## config.mk

```make
export PLATFORM = sky130hd
export DESIGN_NAME = exponential
export DESIGN_NICKNAME = d
export VERILOG_FILES = /design/src/rtl/exponential.sv
export SDC_FILE = /design/constraint.sdc
export NUM_CORES = 1
export LEC_CHECK = 0
export ABC_CLOCK_PERIOD_IN_PS = 10700
export CAP_MARGIN = 20
export CELL_PAD_IN_SITES_DETAIL_PLACEMENT = 0
export CELL_PAD_IN_SITES_GLOBAL_PLACEMENT = 2
export CORE_AREA = 4 4 171 189
export CTS_CLUSTER_SIZE = 28
export DETAILED_ROUTE_END_ITERATION = 6
export DIE_AREA = 0 0 175 193
export GPL_TIMING_DRIVEN = 0
export PLACE_DENSITY = 0.91
export SETUP_SLACK_MARGIN = 0.05
export SKIP_CTS_REPAIR_TIMING = 1
export SYNTH_ARGS = -nofsm -noshare
export SYNTH_HDL_FRONTEND = slang
export SYNTH_SLANG_ARGS = --single-unit
```

## constraint.sdc

```tcl
create_clock -name clk -period 10.7 [get_ports clk]
set_input_delay 2.14 -clock clk [delete_from_list [all_inputs] [get_ports clk]]
set_output_delay 2.14 -clock clk [all_outputs]
set_load 0.02 [all_outputs]
```

## src/rtl/exponential.sv

```systemverilog
`default_nettype none
// ============================================================================
// Module   : exponential
// Purpose  : Iterative e^x for x in [0,1) via truncated Taylor series on one
//            shared 16x16 multiplier; 2.16 result. Optional macro EXP_ROUND_EN
//            selects round-to-nearest products and reciprocal table.
// Revision : 1.0 - initial release
// ============================================================================
module exponential #(
    parameter int TERMS = 8
) (
    input  logic        clk,
    input  logic        rst,
    input  logic        start,
    input  logic [15:0] x,
    output logic        done,
    output logic [1:0]  int_part,
    output logic [15:0] frac_part
);

    typedef enum logic [2:0] {
        S_IDLE     = 3'd0,
        S_WAIT_REL = 3'd1,
        S_MUL_X    = 3'd2,
        S_MUL_R    = 3'd3,
        S_FIN      = 3'd4
    } state_t;

    localparam logic [3:0] c_last_i = 4'(TERMS - 1);

`ifdef EXP_ROUND_EN
    localparam logic [31:0] c_round = 32'h0000_8000;
`else
    localparam logic [31:0] c_round = 32'h0000_0000;
`endif

    state_t      r_state;
    logic [15:0] r_x;
    logic [15:0] r_t;
    logic [17:0] r_s;
    logic [3:0]  r_i;

    logic [15:0] w_mul_b;
    logic [31:0] w_prod;
    logic [15:0] w_t_next;

    // Reciprocal table R[i] = 65536/i, truncated or rounded to nearest.
    function automatic logic [15:0] recip(input logic [3:0] idx);
        logic [15:0] r;
        r = 16'd0;
        case (idx)
            4'd2:  r = 16'd32768;
            4'd3:  r = 16'd21845;
            4'd4:  r = 16'd16384;
            4'd5:  r = 16'd13107;
`ifdef EXP_ROUND_EN
            4'd6:  r = 16'd10923;
            4'd9:  r = 16'd7282;
            4'd10: r = 16'd6554;
            4'd11: r = 16'd5958;
`else
            4'd6:  r = 16'd10922;
            4'd9:  r = 16'd7281;
            4'd10: r = 16'd6553;
            4'd11: r = 16'd5957;
`endif
            4'd7:  r = 16'd9362;
            4'd8:  r = 16'd8192;
            4'd12: r = 16'd5461;
            4'd13: r = 16'd5041;
            4'd14: r = 16'd4681;
            4'd15: r = 16'd4369;
            default: r = 16'd0;
        endcase
        return r;
    endfunction

    // One multiplier serves both steps: T*X in MUL_X, T*R[i] in MUL_R.
    assign w_mul_b  = (r_state == S_MUL_X) ? r_x : recip(r_i);
    assign w_prod   = 32'(r_t) * 32'(w_mul_b) + c_round;
    assign w_t_next = w_prod[31:16];

    always_ff @(posedge clk or negedge rst) begin
        if (!rst) begin
            r_state   <= S_IDLE;
            r_x       <= 16'd0;
            r_t       <= 16'd0;
            r_s       <= 18'd0;
            r_i       <= 4'd0;
            done      <= 1'b0;
            int_part  <= 2'd0;
            frac_part <= 16'd0;
        end else begin
            case (r_state)
                S_IDLE: begin
                    if (start) begin
                        r_state <= S_WAIT_REL;
                        done    <= 1'b0;
                    end
                end
                S_WAIT_REL: begin
                    // Launch on release of start; x is captured only here.
                    if (!start) begin
                        r_x     <= x;
                        r_t     <= x;
                        r_s     <= {2'b01, x};
                        r_i     <= 4'd2;
                        r_state <= S_MUL_X;
                    end
                end
                S_MUL_X: begin
                    r_t     <= w_t_next;
                    r_state <= S_MUL_R;
                end
                S_MUL_R: begin
                    r_t <= w_t_next;
                    r_s <= r_s + {2'b00, w_t_next};
                    if (r_i == c_last_i) begin
                        r_state <= S_FIN;
                    end else begin
                        r_i     <= r_i + 4'd1;
                        r_state <= S_MUL_X;
                    end
                end
                S_FIN: begin
                    int_part  <= r_s[17:16];
                    frac_part <= r_s[15:0];
                    done      <= 1'b1;
                    r_state   <= S_IDLE;
                end
                default: r_state <= S_IDLE;
            endcase
        end
    end

endmodule
`default_nettype wire

```

* Word-level counts from Yosys, hierarchy flattened
Memories as Yosys holds them, arrays and structs flattened. Cells that the tools add are included.
Operators by class: reductions and logical operators 11, $add $sub $neg 2, eq/ne operators 8, multipliers 1, multiplexer cells 14, bitwise gates (word level) 1
Operators by type and width (number):
- 18-bit case mux with 2 select lines | 1
- 16-bit by 16-bit multiplier with 32-bit output | 1
- 16-bit two-way mux | 2
- 16-bit case mux with 2 select lines | 1
- 18-bit by 16-bit adder with 18-bit output | 1
- 18-bit two-way mux | 1
- 3-bit case mux with 4 select lines | 1
- 2-bit AND reduction | 5
- 3-bit two-way mux | 3
- 4-bit two-way mux | 2
- 4-bit case mux with 2 select lines | 1
- 3-bit by 2-bit equality test with 1-bit output, second input constant | 2
- 2-bit inequality test, second input constant | 3
- 2-bit nonzero test | 3
- 4-bit by 1-bit adder with 4-bit output, second input constant | 1
- 4-bit by 3-bit equality test with 1-bit output, second input constant | 1
- 3-bit by 1-bit equality test with 1-bit output, second input constant | 1
- 3-bit equality test, second input constant | 1
- 3-bit logical NOT | 1
- 3-bit AND reduction | 1
- 1-bit case mux with 2 select lines | 1
- 2-bit OR reduction | 1
- 1-bit two-way mux | 1
- 1-bit NOT | 1
Word-level totals: input port bits 19, bits in registers 76, ROM bits 256, output and inout port bits 19, memories kept 1, word-level logic and storage cells 46
Memories:
- (no name shown) | depth 16, bits a word 16, read ports 1, clocked after Yosys merged registers in 0, write ports 0, RTL line 51 | case (idx)

* Logic depth before layout (Yosys ltp)
depth after elaboration 5, mapped depth 39, gate-level depth less buffers 38

* Worst setup path after synthesis
Ideal clock, no wire load.
path kind register -> register, start point register r_state[0], end point register r_s[17], path slack 2098 ps, required time 10621 ps, stages on the path, launching flop included 35, setup time 79 ps, buffers on the path 3, period minus slack after synthesis 8602 ps, arrival time 8522 ps, cell sequence dfrtp_1 clkbuf_2 nor3b_1 clkbuf_1 a221oi_1 a21oi_1 clkbuf_1 nand2_1 fa_1 inv_1 fa_1 fa_1 fa_1 fa_1 inv_1 fa_1 inv_1 ha_1 a21oi_1 nand2_1 a2111oi_0 o21ai_0 or3_4 a41oi_1 nand2b_1 a21oi_1 ha_1 nand3_1 or2_2 o211ai_1 a31o_2 a21oi_1 o21ba_2 a21oi_1 mux2i_1
Between the ends: word-level cells in the longest chain between the ends 5, elaborated cells between the ends (all ways) 10, those cells by class add/sub: 1; mul: 1; eq/ne: 4; mux: 2; reduce/logical: 2
Ends and longest elaborated chain:
- start: declaration | RTL line 37 | state_t r_state;
- start signal: assignment | RTL line 85 | r_state <= S_IDLE;
- start signal: assignment | RTL line 97 | r_state <= S_WAIT_REL;
- start signal: assignment | RTL line 108 | r_state <= S_MUL_X;
- 3-bit by 2-bit equality test with 1-bit output | RTL line 79 | assign w_mul_b = (r_state == S_MUL_X) ? r_x : recip(r_i);
- 16-bit two-way mux | RTL line 79
- 16-bit by 16-bit multiplier with 32-bit output | RTL line 80 | assign w_prod = 32'(r_t) * 32'(w_mul_b) + c_round;
- 18-bit by 16-bit adder with 18-bit output | RTL line 117 | r_s <= r_s + {2'b00, w_t_next};
- 18-bit case mux with 2 select lines | RTL line 94 | case (r_state)
- end signal: assignment | RTL line 106 | r_s <= {2'b01, x};
- end signal: assignment | RTL line 117
- end: declaration | RTL line 40 | logic [17:0] r_s;
Parallel ways exist; a longest one is shown, timed or not. A chain may end at the register's enable or synchronous reset.

* Worst setup path in the final report
start point register r_i[2], end point register r_s[17]
Between the ends: word-level cells in the longest chain between the ends 5
Ends and longest elaborated chain:
- start: declaration | RTL line 41 | logic [3:0] r_i;
- start signal: assignment | RTL line 121 | r_i <= r_i + 4'd1;
- memory 16 x 16 bit
- 16-bit two-way mux | RTL line 79
- 16-bit by 16-bit multiplier with 32-bit output | RTL line 80
- 18-bit by 16-bit adder with 18-bit output | RTL line 117
- 18-bit case mux with 2 select lines | RTL line 94
Every way passes these cells.

==> flow_metrics.env <==
export IMPL_pin_count=38
export IMPL_synth_top_area_share=0.316
export IMPL_hold_ws_ns=0.478
export IMPL_yosys_top_cells_area="fa_1 (32%), dfrtp_1 (15%), ha_1 (13%)"
export IMPL_post_synth_top_area_cell="fa_1"
export IMPL_min_period_ns=9.93
export IMPL_netlist_top_cells_count="inv_1 (246), nand2_1 (214), fa_1 (194)"
export IMPL_cts_tree="yes"
export IMPL_maxCapViolations=0
export IMPL_numCtsBuffers=9
export IMPL_slowest_delay_ns=0.50
export IMPL_syn_avg_cell_area_um2=9.06
export IMPL_die_h_um=193
export IMPL_finClkSkew_ns=0.00653
export IMPL_cts_buffer_depth=2
export IMPL_clock_latency_ns=0.34
export IMPL_grtUsageTotal=0.206
export IMPL_drt_initial_drc_count=478
export IMPL_netlist_area_mm2=0.0123
export IMPL_synth_edff_count=0
export IMPL_num_vias=9320
export IMPL_yosysMostFrequentCell="inv_1"
export IMPL_layout_nets=1749
export IMPL_cp_start_kind="flop"
export IMPL_std_cell_rows=67
export IMPL_crit_buf_inv=7
export IMPL_relSlewSlack=0.490
export IMPL_wl_per_cell_um=18.1
export IMPL_yosysWarnings=0
export IMPL_critical_path_class="flop to flop"
export IMPL_async_flop_share=1.00
export IMPL_dp_cells=1812
export IMPL_cpMaxStageDelayCell="fa_1"
export IMPL_required_ns=10.97
export IMPL_drive_gt1_frac=0.0453
export IMPL_hold_path_cell_count=1
export IMPL_finalSetupTns_ns=0
export IMPL_antenna_found_initial=1
export IMPL_syn_inst=1356
export IMPL_antenna_cells=0
export IMPL_synth_seq_cells=76
export IMPL_routed_wl_um=33000
export IMPL_hold_class="flop to flop"
export IMPL_path_delay_family="adder cells"
export IMPL_grt_ovfl_total=0
export IMPL_grt_start_max_net_pins=40
export IMPL_syn_nets=1697
export IMPL_start_util=0.405
export IMPL_worstPathArrival_ns=10.20
export IMPL_clock_sinks=76
export IMPL_stdcell_count=1827
export IMPL_dr_pass1_iters=5
export IMPL_worst_pin_slew_ns=0.756
export IMPL_crit_path_max_fanout=10
export IMPL_io_buffers=37
export IMPL_outcome="complete, no violations"
export IMPL_htree_levels=3
export IMPL_fmax_ghz=0.101
export IMPL_critPathCaptureType="flop"
export IMPL_grt_setup_unrepaired="false"
export IMPL_die_area_mm2=0.0338
export IMPL_yosysUniqueCellTypes=62
export IMPL_viasPerCell=5.10
export IMPL_cts_root_buf="clkbuf_16"
export IMPL_ys_flop_type="dfrtp_1"
export IMPL_seq_area_frac_synth=0.155
export IMPL_grt_pass1_vias=10200
export IMPL_crit_cells=35
export IMPL_core_area_mm2=0.0303
export IMPL_hold_viol_final=0
export IMPL_fin_crit_sh=0.928
export IMPL_maxSlewViolCount=0
export IMPL_grt_pass1_wl_um=54800
export IMPL_drcViolationCount=0
export IMPL_area_growth_pct=10.8
export IMPL_fillers=3028
export IMPL_path_common_cell="fa_1"
export IMPL_die_w_um=175
export IMPL_drtAntennaViolNets=0
export IMPL_place_gp_congestion=0.860
export IMPL_dp_hpwl_um=27300
export IMPL_r2r_worst_path_cells=35
export IMPL_clkTransAtPathRegs_ns=0.06
export IMPL_finalSetupViolations=0
## metal layers
layer  vias up  wire length (µm)  global-route usage
li1       4354                 -                   -
met1      4734             14400               0.271
met2       189             16800               0.368
met3        43               990              0.0148
met4         0               849              0.0617
met5         -                 0                   0
## cell families after synthesis
logic type | after synthesis | synth area share
xor gates and xnor gates | 31 | 0.0221
AOI/OAI and AO/OA | 169 | 0.0927
adders and majority gates | 322 | 0.446
buffers and inverters | 302 | 0.0927
muxes | 22 | 0.0202
DFF | 76 | 0.155
and+or+nand+nor | 434 | 0.171
## path summary, 6_finish.rpt
path | from | to | slack, ns
min in group asynchronous | rst | frac_part[10]$_DFFE_PN0P_ | 1.76
max reg2reg | r_i[2]$_DFFE_PN0P_ | r_s[17]$_DFFE_PN0P_ | 0.77
min | r_s[17]$_DFFE_PN0P_ | r_s[17]$_DFFE_PN0P_ | 0.48
min reg2reg | r_s[17]$_DFFE_PN0P_ | r_s[17]$_DFFE_PN0P_ | 0.48
max | r_i[2]$_DFFE_PN0P_ | r_s[17]$_DFFE_PN0P_ | 0.77
max in group asynchronous | rst | r_i[2]$_DFFE_PN0P_ | 8.35
## final cells by class
| type | count | area [µm²] | area share |
|---|---|---|---|
| buffer | 54 | 214 | 0.0157 |
| clock buffer | 10 | 229 | 0.0168 |
| clock inverter | 6 | 134 | 0.00983 |
| inverter | 246 | 923 | 0.0678 |
| multi-input combinational | 978 | 9260 | 0.680 |
| sequential | 76 | 1900 | 0.140 |
| tap | 414 | 518 | 0.0380 |
| timing repair buffer | 43 | 435 | 0.0320 |
## stage by stage
step / utilization / instance area (µm²) / worst slack, ns
5_1_grt: 0.449 / 13600 / 0.162
6_report: 0.449 / 13600 / 0.767
3_3_place_gp: 0.434 / 13200 / -0.0560
2_1_floorplan: - / 12300 / 2.10
3_5_place_dp: 0.436 / 13200 / 0.160
4_1_cts: 0.448 / 13600 / 0.106
## flip-flops by register name, summed over array words and instances, names as in the netlist
register and flops:
r_s 18, done 1, r_i 4, r_state 3
frac_part 16, r_t 16, r_x 16, int_part 2
## placed cells by master, fill, tap and decap left out, types with 10 or more instances in the layout
master,count
mux2_2,18
and3_1,10
nor2_1,29
fa_1,194
o21ai_0,21
a31oi_1,12
nand2_1,214
nand3_1,11
ha_1,128
a21o_1,33
clkbuf_1,47
inv_1,246
and2_1,133
clkdlybuf4s50_1,36
xnor2_1,21
xor2_1,10
dfrtp_1,76
a21oi_1,42
Power is left out: the tool's default activity adds up to more than one toggle a clock period on the data nets, which glitch-free logic cannot reach.
